<file path="src/rtl/sum_sq_feeder.sv">
// Vector-magnitude front end: squares |x| and |y| with a 16-cycle serial shift-add,
// hands x^2 + y^2 to the square-root unit and captures the returned root as the magnitude.
module sum_sq_feeder (
    input  logic               clk,
    input  logic               reset,
    input  logic signed [15:0] x,
    input  logic signed [15:0] y,
    input  logic               in_valid,
    output logic               in_ready,
    output logic [31:0]        sq_out,
    output logic               sq_go,
    input  logic               sq_done,
    input  logic [31:0]        sq_root,
    output logic [15:0]        mag,
    output logic               mag_valid
);

    typedef enum logic [1:0] {IDLE, MUL, ADD, FEED} state_t;

    state_t      state, state_nx;
    logic [15:0] ax, ay, ax_nx, ay_nx;
    logic [31:0] px, py, px_nx, py_nx;
    logic [3:0]  cnt, cnt_nx;
    logic [31:0] sq_out_nx;
    logic        sq_go_nx;
    logic [15:0] mag_nx;
    logic        mag_valid_nx;
    logic        unused_root_hi;

    // Magnitude of a 16-bit two's-complement value; -32768 maps to 0x8000.
    function automatic logic [15:0] abs16(input logic signed [15:0] v);
        logic signed [15:0] neg;
        neg   = -v;
        abs16 = v[15] ? neg : v;
    endfunction

    // Shift-add partial product for multiplier bit k of a*a.
    function automatic logic [31:0] partial(input logic [15:0] a, input logic [3:0] k);
        partial = a[k] ? ({16'd0, a} << k) : 32'd0;
    endfunction

    assign in_ready       = (state == IDLE);
    assign unused_root_hi = ^sq_root[31:16];

    always_ff @(posedge clk or posedge reset) begin
        if (reset) state <= IDLE;
        else       state <= state_nx;
    end

    always_comb begin
        state_nx     = state;
        ax_nx        = ax;
        ay_nx        = ay;
        px_nx        = px;
        py_nx        = py;
        cnt_nx       = cnt;
        sq_out_nx    = sq_out;
        sq_go_nx     = sq_go;
        mag_nx       = mag;
        mag_valid_nx = 1'b0;
        case (state)
            IDLE: begin
                if (in_valid) begin
                    ax_nx    = abs16(x);
                    ay_nx    = abs16(y);
                    px_nx    = 32'd0;
                    py_nx    = 32'd0;
                    cnt_nx   = 4'd0;
                    state_nx = MUL;
                end
            end
            MUL: begin
                // Both squares advance one multiplier bit per cycle.
                px_nx  = px + partial(ax, cnt);
                py_nx  = py + partial(ay, cnt);
                cnt_nx = cnt + 4'd1;
                if (cnt == 4'd15) state_nx = ADD;
            end
            ADD: begin
                sq_out_nx = px + py;
                sq_go_nx  = 1'b1;
                state_nx  = FEED;
            end
            FEED: begin
                if (sq_done) begin
                    sq_go_nx     = 1'b0;
                    mag_nx       = sq_root[15:0];
                    mag_valid_nx = 1'b1;
                    state_nx     = IDLE;
                end
            end
            default: state_nx = IDLE;
        endcase
    end

    always_ff @(posedge clk or posedge reset) begin
        if (reset) begin
            ax        <= '0;
            ay        <= '0;
            px        <= '0;
            py        <= '0;
            cnt       <= '0;
            sq_out    <= '0;
            sq_go     <= 1'b0;
            mag       <= '0;
            mag_valid <= 1'b0;
        end else begin
            ax        <= ax_nx;
            ay        <= ay_nx;
            px        <= px_nx;
            py        <= py_nx;
            cnt       <= cnt_nx;
            sq_out    <= sq_out_nx;
            sq_go     <= sq_go_nx;
            mag       <= mag_nx;
            mag_valid <= mag_valid_nx;
        end
    end

endmodule

</file>
<file path="config.mk">
export PLATFORM = sky130hd
export DESIGN_NAME = sum_sq_feeder
export DESIGN_NICKNAME = d
export VERILOG_FILES = /design/src/rtl/sum_sq_feeder.sv
export SDC_FILE = /design/constraint.sdc
export NUM_CORES = 1
export LEC_CHECK = 0
export BUFFER_PORTS_ARGS = -buffer_cell sky130_fd_sc_hd__buf_2
export CORE_MARGIN = 5
export CORE_UTILIZATION = 40
export DETAILED_ROUTE_END_ITERATION = 10
export PLACE_DENSITY = 0.54
export SYNTH_ARGS = -nofsm -noshare
export SYNTH_HDL_FRONTEND = slang
export SYNTH_SLANG_ARGS = --single-unit
</file>
<file path="constraint.sdc">
create_clock -name clk -period 5.4 [get_ports clk]
set_input_delay 0.27 -clock clk [delete_from_list [all_inputs] [get_ports clk]]
set_output_delay 0.27 -clock clk [all_outputs]
set_load 0.03 [all_outputs]
</file>
==> results.tsv, run 1 <==
stage	metric	value	unit
floorplanning	num_rows	65	
timing	finalCriticalPeriod	5050	ps
floorplanning	io_pins	119	
cts	clockRootBuffer	clkbuf_16	
critical_path	endpoint_kind	flip-flop	
finish	diodes	0	
critical_path	critical_path_class	flip-flop to flip-flop	
timing	fmax	198	MHz
floorplanning	die_area	35200	sq um
finish	layout_common_cells	nand2_1, dfrtp_1, o21ai_0, nor2_1, a21oi_1	
floorplanning	core	31400	sq um
timing	rsz0062_at_grt	false	
cts	post-cts-setup-buffers	0	
synthesis	synth_xor_area_frac	0.0749	
global_routing	grt_start_max_net_pins	111	
critical_path	cp-start-kind	flip-flop	
pwr	totalPowerFinal	0.00677	W
critical_path	worstRegToRegCells	16	
pwr	ir_drop	0.000221	V
synthesis	synthArstFlopShare	1.00	
critical_path	cp.arrival	5370	ps
synthesis	synth_cells	1483	
critical_path	rrSetupSlack	350	ps
critical_path	rr_endpoint	py[29]$_DFFE_PP0P_	
finish	mostFrequentLayoutCell	nand2_1	
cts	hold_buffers	0	
timing	skew	13.1	ps
critical_path	r2r-start	cnt[0]$_DFFE_PP0P_	
finish	fin_cells	1969	
flow_run	cap_violations	0	
detailed_routing	ant_nets	0	
detailed_routing	post_drt_wl_per_cell	17.1	microns
cts	post_cts_resized	0	
floorplanning	die_h	188	microns
cts	clkTransAtPathRegs	70	ps
placed_design	routabilityCongestion	0.926	
timing	slew_viol_final	0	
synthesis	ys.flop_type	dfrtp_1	
timing	worstMarginPinSlew	1060	ps
synthesis	yosys-mux-area-fraction	0.104	
finish	areaGrowthSynthToFinish	12.5	%
placed_design	place_area	13500	sq um
timing	hold_viol_final	0	
cts	cts_tree	done	
critical_path	path_cells	mux4_2, mux2_2, nand2_1, and2_1, a211oi_1, ha_1, a21o_1, a221oi_2, o211ai_1, a31oi_1, o31a_1, o221ai_1, a221o_1, o21ai_0, a211o_1, nand3_1	
critical_path	cpPeakStageDelay	780	ps
cts	numCtsBuffers	17	
synthesis	synthSimpleGateAreaFrac	0.156	
global_routing	grt.total_usage	0.191	
cts	htreeDepth	4	
critical_path	cp.required	5720	ps
synthesis	synth_top_family_by_area	compound AO/OA/AOI/OAI gates	
timing	period_share	0.935	
detailed_routing	vias_per_cell	5.47	
detailed_routing	dr.pass1.iters	6	
synthesis	yosysWarnings	0	
global_routing	antenna_found_initial	0	
pwr	leakage	6.88	nW
synthesis	ys_types	64	
timing	tns	0	ps
cts	cts_buffer_depth	2	
synthesis	synth_compound_area_frac	0.224	
cts	clock_sinks	152	
timing	worst_slack	350	ps
finish	design_area	14200	sq um
synthesis	synth_edf_count	0	
synthesis	syn_area	12600	sq um
detailed_routing	wl	33700	microns
synthesis	ys_ff_latch	152	
status	outcome	finished clean	
critical_path	crit_slowest_cell	dfrtp_2	
placed_design	dp.cells	1937	
pwr	pwr_density_cell	477	nW/um^2
floorplanning	die_x	188	microns
cts	clock_latency	440	ps
finish	post_route_cells_drive_above_1_share	0.157	
placed_design	port_buffers	102	
global_routing	overflow	0	
min_path	hold_path_class	primary input to asynchronous set/reset pin	
detailed_routing	drc	0	
floorplanning	start_util	0.402	
global_routing	grt_pass1_wl	55200	microns
detailed_routing	dr_total_vias	10800	
placed_design	post-place-ws	418	ps
synthesis	synth_nets	1654	
global_routing	grt_pass1_vias	10500	
synthesis	avgSynthCellArea	8.51	sq um
synthesis	synth_fa_ha_area_frac	0.104	
placed_design	dp_hpwl	26200	microns
timing	setup_viol	0	
synthesis	seq_area_frac_synth	0.301	
timing	slew_headroom	0.290	
critical_path	critPathMaxFanout	28	
finish	num-nets-final	1725	
detailed_routing	drt_iter0_drc	600	
## report_power, final
group          leakage (nW)  switching, W  internal [W]  total (W)
sequential             2.00      0.000319       0.00146    0.00178
combinational          4.58       0.00225       0.00137    0.00362
clock                 0.314      0.000513      0.000846    0.00136
total                  6.88       0.00308       0.00368    0.00677
## cells in the mapped netlist, drive strengths merged (33+ instances only)
library cell,number,share of area
a211oi,33,0.020
a21o,62,0.037
a21oi,104,0.042
clkbuf,55,0.016
dfrtp,152,0.30
ha,100,0.099
inv,46,0.014
mux2,70,0.062
mux2i,37,0.029
nand2,180,0.054
nor2,116,0.034
o21ai,149,0.060
xnor2,55,0.038
xor2,53,0.037
## logic make-up (layout without fill, tap and decap cells)
kind of cell,Yosys count,in the layout
multiplexers,114,114
buffers and inverters,117,201
XOR/XNOR,108,108
AND/OR/NAND/NOR,438,438
AO/OA/AOI/OAI,451,451
flip-flops,152,152
adder cells (fa/ha/maj),103,103
## metal layers
layer  GRT usage  wire length [microns]  vias to the layer above
met2       0.300                  14800                      222
met3      0.0262                   1180                       45
li1            -                      -                     5497
met4      0.0618                    793                        0
met1       0.273                  17000                     5007
met5           0                      0                        -
## how the worst max path moves through the flow
stage               slack, ps                from                  to  cells after the start
floorplan                 870  cnt[0]$_DFFE_PP0P_  py[28]$_DFFE_PP0P_                     18
global placement          500  cnt[0]$_DFFE_PP0P_  py[29]$_DFFE_PP0P_                     16
detailed placement        420  cnt[0]$_DFFE_PP0P_  py[29]$_DFFE_PP0P_                     16
CTS                       390  cnt[0]$_DFFE_PP0P_  py[29]$_DFFE_PP0P_                     16
global route               20  cnt[0]$_DFFE_PP0P_  py[25]$_DFFE_PP0P_                     16
finish                    350  cnt[0]$_DFFE_PP0P_  py[29]$_DFFE_PP0P_                     16
## per-stage QoR
stage               hold slack [ps]  utilization
global placement                461        0.431
CTS                            40.4        0.452
global route                   35.4        0.452
finish                         18.2        0.452
detailed placement              468        0.431
floorplan                       421            -
## flip-flops by register name, indices dropped and copies added (netlist names)
signal	cells
px	32
py	32
sq_out	32
ax	16
ay	16
mag	16
cnt	4
state	2
mag_valid	1
sq_go	1
## worst max-delay path: cells and delay by family (launching register included)
kind                     cells  cell delay (ps)
multiplexers                 2              850
AO/OA/AOI/OAI               10             2380
adder cells (fa/ha/maj)      1              360
AND/OR/NAND/NOR              3              560
flip-flops                   1              780
## area by class of cell
cell class | count | area (sq um)
timing repair buffer | 123 | 668
multi-input combinational | 1214 | 8390
clock inverter | 11 | 193
tap | 402 | 503
clock buffer | 21 | 460
sequential | 152 | 3810
fill | 3090 | 17200
inverter | 46 | 178
Power figures use the tool's default switching activity.
==> run 2, diff against run 1 <==
Clock period 5.4 ns to 5.62 ns, I/O delays scaled along.
==> results.tsv, run 2 (synthesized netlist as in run 1, its figures left out) <==
stage	metric	value	unit	change
floorplanning	start_util	0.402		unchanged
cts	cts_tree	done		unchanged
cts	clkTransAtPathRegs	70	ps	about the same
finish	num-nets-final	1726		was 1725
cts	clock_sinks	152		unchanged
finish	diodes	0		unchanged
cts	numCtsBuffers	17		unchanged
floorplanning	num_rows	65		unchanged
timing	slew_headroom	0.484		was 0.290
placed_design	dp_hpwl	26300	microns	was 26200 microns
pwr	leakage	6.85	nW	was 6.88 nW
floorplanning	die_x	188	microns	unchanged
global_routing	antenna_found_initial	0		unchanged
finish	post_route_cells_drive_above_1_share	0.156		was 0.157
critical_path	cp.arrival	5370	ps	about the same
pwr	p_clk_frac	0.188		was 0.201
cts	cts_buffer_depth	2		unchanged
timing	fmax	200	MHz	was 198 MHz
floorplanning	core	31400	sq um	unchanged
critical_path	cp-start-kind	flip-flop		unchanged
timing	rsz0062_at_grt	false		unchanged
floorplanning	die_h	188	microns	unchanged
pwr	swShare	0.463		was 0.455
status	outcome	finished clean		unchanged
critical_path	cp.required	5990	ps	was 5720 ps
pwr	net-switching-power	0.00295	W	was 0.00308 W
critical_path	critPathMaxFanout	22		was 28
timing	slew_viol_final	0		unchanged
pwr	internal_power	0.00342	W	was 0.00368 W
finish	ff_latch_area	3810	sq um	unchanged
timing	period_share	0.890		was 0.935
timing	hold_viol_final	0		unchanged
cts	htreeDepth	4		unchanged
placed_design	place_area	13500	sq um	unchanged
placed_design	dp.cells	1937		unchanged
finish	areaGrowthSynthToFinish	12.1	%	was 12.5%
global_routing	grt_pass1_wl	55700	microns	was 55200 microns
placed_design	routabilityCongestion	0.901		was 0.926
detailed_routing	wl	33600	microns	was 33700 microns
global_routing	overflow	0		unchanged
critical_path	critical_path_class	flip-flop to flip-flop		unchanged
global_routing	grt_start_max_net_pins	63		was 111
detailed_routing	ant_nets	0		unchanged
detailed_routing	dr_total_vias	10800		about the same
finish	fillCellCount	3151		was 3090
floorplanning	die_area	35200	sq um	unchanged
floorplanning	io_pins	119		unchanged
global_routing	grt_pass1_vias	10600		was 10.5k
cts	post-cts-setup-buffers	0		unchanged
detailed_routing	drc	0		unchanged
pwr	pwr_density_cell	450	nW/um^2	was 477 nW/um^2
cts	clock_latency	450	ps	was 440 ps
detailed_routing	vias_per_cell	5.49		was 5.47
cts	clockRootBuffer	clkbuf_16		unchanged
pwr	ir_drop	0.000251	V	was 0.000221 V
detailed_routing	post_drt_wl_per_cell	17.0	microns	was 17.1 microns
finish	top_regs	px: 32 flops, py: 32 flops, sq_out: 32 flops		unchanged
timing	worstMarginPinSlew	769	ps	was 1060 ps
timing	finalCriticalPeriod	5000	ps	was 5050 ps
timing	tns	0	ps	unchanged
pwr	p_comb_frac	0.544		was 0.536
detailed_routing	dr.pass1.iters	5		was 6
finish	mostFrequentLayoutCell	nand2_1		unchanged
finish	multi_input_area	8390	sq um	about the same
min_path	hold_path_class	primary input to flip-flop		was primary input to asynchronous set/reset pin
finish	fin_cells	1970		was 1969
critical_path	endpoint_kind	flip-flop		unchanged
flow_run	cap_violations	0		unchanged
timing	setup_viol	0		unchanged
pwr	seqPwrFrac	0.269		was 0.263
global_routing	grt.total_usage	0.193		was 0.191
placed_design	port_buffers	102		unchanged
finish	design_area	14100	sq um	was 14200 sq um
detailed_routing	drt_iter0_drc	609		was 600
finish	layout_common_cells	nand2_1, dfrtp_1, o21ai_0, nor2_1, a21oi_1		unchanged
timing	skew	12.9	ps	was 13.1 ps
[run 2: cell count changes in the layout (fill, tap and decap cells not counted), sizes merged]
cell and delta:
bufinv -2, clkinvlp +3, dlygate4sd3 +1, inv -1
[run 2: power groups by stage]
stage | logic, W | registers [W] | clock network, W
after detailed placement | 0.00345 | 0.00174 | 0
after global routing | 0.00384 | 0.00177 | 0.00127
after CTS | 0.00347 | 0.00172 | 0.00123
after global placement | 0.00342 | 0.00172 | 0
final | 0.00346 | 0.00171 | 0.00119
after floorplan | 0.00242 | 0.00185 | 0
[run 2: final timing paths]
check                                      start                     end  slack (ps)  cells past startpoint
min reg2reg                sq_out[4]$_DFFE_PP0P_   sq_out[4]$_DFFE_PP0P_         480                      1
min                                  sq_root[11]     mag[11]$_DFFE_PP0P_          70                      2
max reg2reg                   cnt[0]$_DFFE_PP0P_      px[31]$_DFFE_PP0P_         620                     18
max in group asynchronous                  reset      cnt[2]$_DFFE_PP0P_        3960                      4
max                           cnt[0]$_DFFE_PP0P_      px[31]$_DFFE_PP0P_         620                     18
min in group asynchronous                  reset  sq_out[20]$_DFFE_PP0P_         420                      3
[run 2: area by class of cell]
class,instances,area share
multi-input cells,1214,0.593
repair buffers,124,0.0479
well taps,402,0.0356
inverters,46,0.0126
flip-flops and latches,152,0.269
clock buffers,21,0.0311
clock inverters,11,0.0106
[run 2: worst max-delay path: stages, from the launching register on]
cell and delay, ps:
dfrtp_2 590, buf_4 290, nor3_1 270, nand2_1 170
o211ai_1 110, nand2_1 220, and2_2 340, a211oi_1 340
ha_1 360, a21oi_1 260, nor3b_1 220, o211ai_1 140
a31oi_1 360, o211ai_1 190, a21oi_1 180, o21ai_0 170
a41o_1 340, a32o_1 270, nor2_1 80
[run 2: per-stage QoR]
stage                     setup WS (ps)  hold slack, ps   util  power [W]
after floorplan                    1090             432      -    0.00426
after global placement              640             358  0.431    0.00514
after detailed placement            536             358  0.431    0.00518
after CTS                           529            48.9  0.451    0.00641
after global routing               32.9            61.3  0.451    0.00688
final                               620            70.3  0.451    0.00637
[run 2: routing by layer]
| metal | vias up | track usage | share of wire |
|---|---|---|---|
| li1 | 5503 | - | - |
| met1 | 5065 | 0.279 | 0.50 |
| met2 | 206 | 0.302 | 0.44 |
| met3 | 37 | 0.0285 | 0.037 |
| met4 | 0 | 0.0531 | 0.019 |
| met5 | - | 0 | 0 |
[run 2: what timing repair did]
action | 4_1_cts | 5_1_grt
hold buffers | 1 | 0
setup endpoints to repair | 0 | 1
gates resized for setup | 0 | 1
hold endpoints to repair | 51 | 0
==> run 3, diff against run 2 <==
Settings changed: ABC_AREA set to 1, PLACE_DENSITY 0.54 to 0.53.
==> results.tsv, run 3 <==
stage	metric	value	unit	change
critical_path	critPathMaxFanout	30		was 22
placed_design	port_buffers	102		unchanged
cts	clkTransAtPathRegs	70	ps	about the same
timing	tns	0	ps	unchanged
floorplanning	num_rows	71		was 65
cts	cts_buffer_depth	2		unchanged
global_routing	grt_start_max_net_pins	57		was 63
finish	ff_latch_area	3800	sq um	was 3810 sq um
detailed_routing	wl	47400	microns	was 33600 microns
detailed_routing	post_drt_wl_per_cell	14.7	microns	was 17.0 microns
finish	mostFrequentLayoutCell	nand2_1		unchanged
timing	period_share	0.701		was 0.890
critical_path	cp-start-kind	flip-flop		unchanged
detailed_routing	vias_per_cell	4.85		was 5.49
timing	skew	9.51	ps	was 12.9 ps
cts	clock_latency	440	ps	was 450 ps
cts	htreeDepth	4		unchanged
pwr	ir_drop	0.000267	V	was 0.000251 V
synthesis	synthArstFlopShare	1.00		unchanged
global_routing	overflow	0		unchanged
critical_path	cp.arrival	4270	ps	was 5370 ps
critical_path	crit_slowest_cell	dfrtp_1		was dfrtp_2
timing	rsz0062_at_grt	false		unchanged
synthesis	yosys.area.top_type	nand2_1		was dfrtp_1
synthesis	ys_ff_latch	152		unchanged
detailed_routing	drt_iter0_drc	980		was 609
timing	finalCriticalPeriod	3940	ps	was 5000 ps
critical_path	endpoint_kind	flip-flop		unchanged
finish	diodes	0		unchanged
timing	fmax	254	MHz	was 200 MHz
synthesis	synth_nets	2804		was 1654
critical_path	path_cells	inv_2, nand2_1, nand3_1, o211ai_2, nand2_2, o21ai_4, nand2_4, nand2_1, inv_1, ha_1, nand2_1, inv_1, nand2_1, nand2_1, a21oi_1, nand2_1, nand2_1, nand2_1, a21oi_1, nor2_1		was buf_4, nor3_1, nand2_1, o211ai_1, nand2_1, and2_2, a211oi_1, ha_1, a21oi_1, nor3b_1, o211ai_1, a31oi_1, o211ai_1, a21oi_1, o21ai_0, a41o_1, a32o_1, nor2_1
global_routing	grt_pass1_vias	14700		was 10.6k
floorplanning	die_x	205	microns	was 188 microns
pwr	leakage	10.2	nW	was 6.85 nW
floorplanning	die_area	42100	sq um	was 35200 sq um
pwr	pwr_density_cell	443	nW/um^2	was 450 nW/um^2
cts	cts_tree	done		unchanged
finish	fin_cells	3228		was 1970
synthesis	synthTopCellsByArea	nand2_1, dfrtp_1, inv_1		was dfrtp_1, ha_1, mux2_2
floorplanning	core	37700	sq um	was 31400 sq um
placed_design	dp.cells	3195		was 1937
synthesis	syn_area	15200	sq um	was 12600 sq um
finish	num-nets-final	2875		was 1726
global_routing	antenna_found_initial	0		unchanged
placed_design	routabilityCongestion	0.935		was 0.901
floorplanning	die_h	205	microns	was 188 microns
global_routing	grt.total_usage	0.228		was 0.193
cts	clock_sinks	152		unchanged
critical_path	critical_path_class	flip-flop to flip-flop		unchanged
timing	hold_viol_final	0		unchanged
critical_path	crit_top_cell	nand2_1		was o211ai_1
synthesis	ys.flop_type	dfrtp_1		unchanged
detailed_routing	drc	0		unchanged
cts	numCtsBuffers	17		unchanged
detailed_routing	ant_nets	0		unchanged
finish	areaGrowthSynthToFinish	9.82	%	was 12.1%
flow_run	cap_violations	0		unchanged
cts	clockRootBuffer	clkbuf_16		unchanged
synthesis	synth_edf_count	0		unchanged
synthesis	seq_area_frac_synth	0.250		was 0.301
synthesis	synth_most_common_cell	nand2_1		unchanged
synthesis	avgSynthCellArea	5.79	sq um	was 8.51 sq um
finish	top_regs	px: 32 flops, py: 32 flops, sq_out: 32 flops		unchanged
timing	slew_viol_final	0		unchanged
detailed_routing	dr.pass1.iters	5		unchanged
min_path	hold_path_class	primary input to flip-flop		unchanged
timing	slew_headroom	0.321		was 0.484
synthesis	synth_cells	2633		was 1483
status	outcome	finished clean		unchanged
finish	post_route_cells_drive_above_1_share	0.0662		was 0.156
synthesis	ys_types	53		was 64
critical_path	cpPeakStageDelay	880	ps	was 590 ps
finish	multi_input_area	9540	sq um	was 8390 sq um
critical_path	cp.required	5950	ps	was 5990 ps
cts	post_cts_resized	0		unchanged
detailed_routing	dr_total_vias	15600		was 10.8k
timing	setup_viol	0		unchanged
synthesis	synth_top_area_share	0.279		was 0.301
global_routing	grt_pass1_wl	76700	microns	was 55700 microns
timing	worstMarginPinSlew	1020	ps	was 769 ps
placed_design	dp_hpwl	38600	microns	was 26300 microns
floorplanning	io_pins	119		unchanged
finish	fillCellCount	4226		was 3151
floorplanning	start_util	0.405		was 0.402
synthesis	netlist_top_cells_count	nand2_1, inv_1, nor2_1		was nand2_1, dfrtp_1, o21ai_0
finish	layout_common_cells	nand2_1, inv_1, nor2_1, dfrtp_1, nand3_1		was nand2_1, dfrtp_1, o21ai_0, nor2_1, a21oi_1
synthesis	yosysWarnings	0		unchanged
[run 3: cell types whose count changed after synthesis, sizes merged, moves of 34 or more]
| cell | before | now |
|---|---|---|
| nand2 | 180 | 1143 |
| a21o | 62 | 6 |
| inv | 46 | 414 |
| nor2 | 116 | 187 |
| xnor2 | 55 | 11 |
| nand3 | 27 | 139 |
| mux2i | 37 | 3 |
| mux2 | 70 | 0 |
| xor2 | 53 | 17 |
[run 3: final cells by class]
class | count | share of cell area
Clock buffer | 18 | 0.0262
Inverter | 417 | 0.0939
Multi-Input combinational cell | 2000 | 0.570
Clock inverter | 14 | 0.00755
Sequential cell | 152 | 0.227
Tap cell | 511 | 0.0382
Timing Repair Buffer | 116 | 0.0369
[run 3: logic make-up after synthesis]
family / count (synthesis) / share of synthesized area
AND/OR/NAND/NOR: 1552 / 0.409
AO/OA/AOI/OAI: 314 / 0.112
multiplexers: 3 / 0.00279
adder cells (fa/ha/maj): 103 / 0.0860
XOR/XNOR: 28 / 0.0161
buffers and inverters: 481 / 0.125
flip-flops: 152 / 0.250
[run 3: power by group]
part	switching (W)	leakage, nW	total, W	internal (W)
sequential	0.000348	2.00	0.00180	0.00145
clock	0.000559	0.277	0.00115	0.000596
combinational	0.00311	7.93	0.00447	0.00136
total	0.00401	10.2	0.00742	0.00341
[run 3: through the flow]
stage	cell area, sq um	power, W	hold WS, ps	setup WS, ps	util
after floorplan	15200	0.00504	379	1250	-
final	16700	0.00742	24.4	1680	0.444
after global placement	16200	0.00620	361	1700	0.429
after global routing	16700	0.00812	16.8	1210	0.444
after CTS	16700	0.00745	5.51	1650	0.444
after detailed placement	16200	0.00625	368	1660	0.429
[run 3: path summary, 6_finish.rpt]
path                                         from                endpoint  slack, ps  depth (start not counted)
max                            cnt[0]$_DFFE_PP0P_      px[31]$_DFFE_PP0P_       1680                         20
min                                    sq_root[8]      mag[8]$_DFFE_PP0P_         20                          3
max reg2reg                    cnt[0]$_DFFE_PP0P_      px[31]$_DFFE_PP0P_       1680                         20
min reg2reg                sq_out[31]$_DFFE_PP0P_  sq_out[31]$_DFFE_PP0P_        470                          2
max in group asynchronous                   reset       py[4]$_DFFE_PP0P_       4050                          4
min in group asynchronous                   reset      px[29]$_DFFE_PP0P_        420                          3
[run 3: timing repair]
action	CTS	global route
endpoints found under the hold margin	47	0
setup buffers	0	0
hold buffers	1	0
[run 3: routing by layer]
| layer | track usage | routed length (microns) |
|---|---|---|
| met1 | 0.324 | 23300 |
| met4 | 0.0708 | 1320 |
| met2 | 0.368 | 20800 |
| met3 | 0.0244 | 2010 |
| met5 | 0 | 0 |
[run 3: worst max-delay path: cells and delay by family, from the launching register on]
family / cells / cell delay [ps]
and+or+nand+nor: 12 / 1390
adders and majority gates: 1 / 370
buffers and inverters: 3 / 490
DFF: 1 / 880
AOI/OAI and AO/OA: 4 / 690
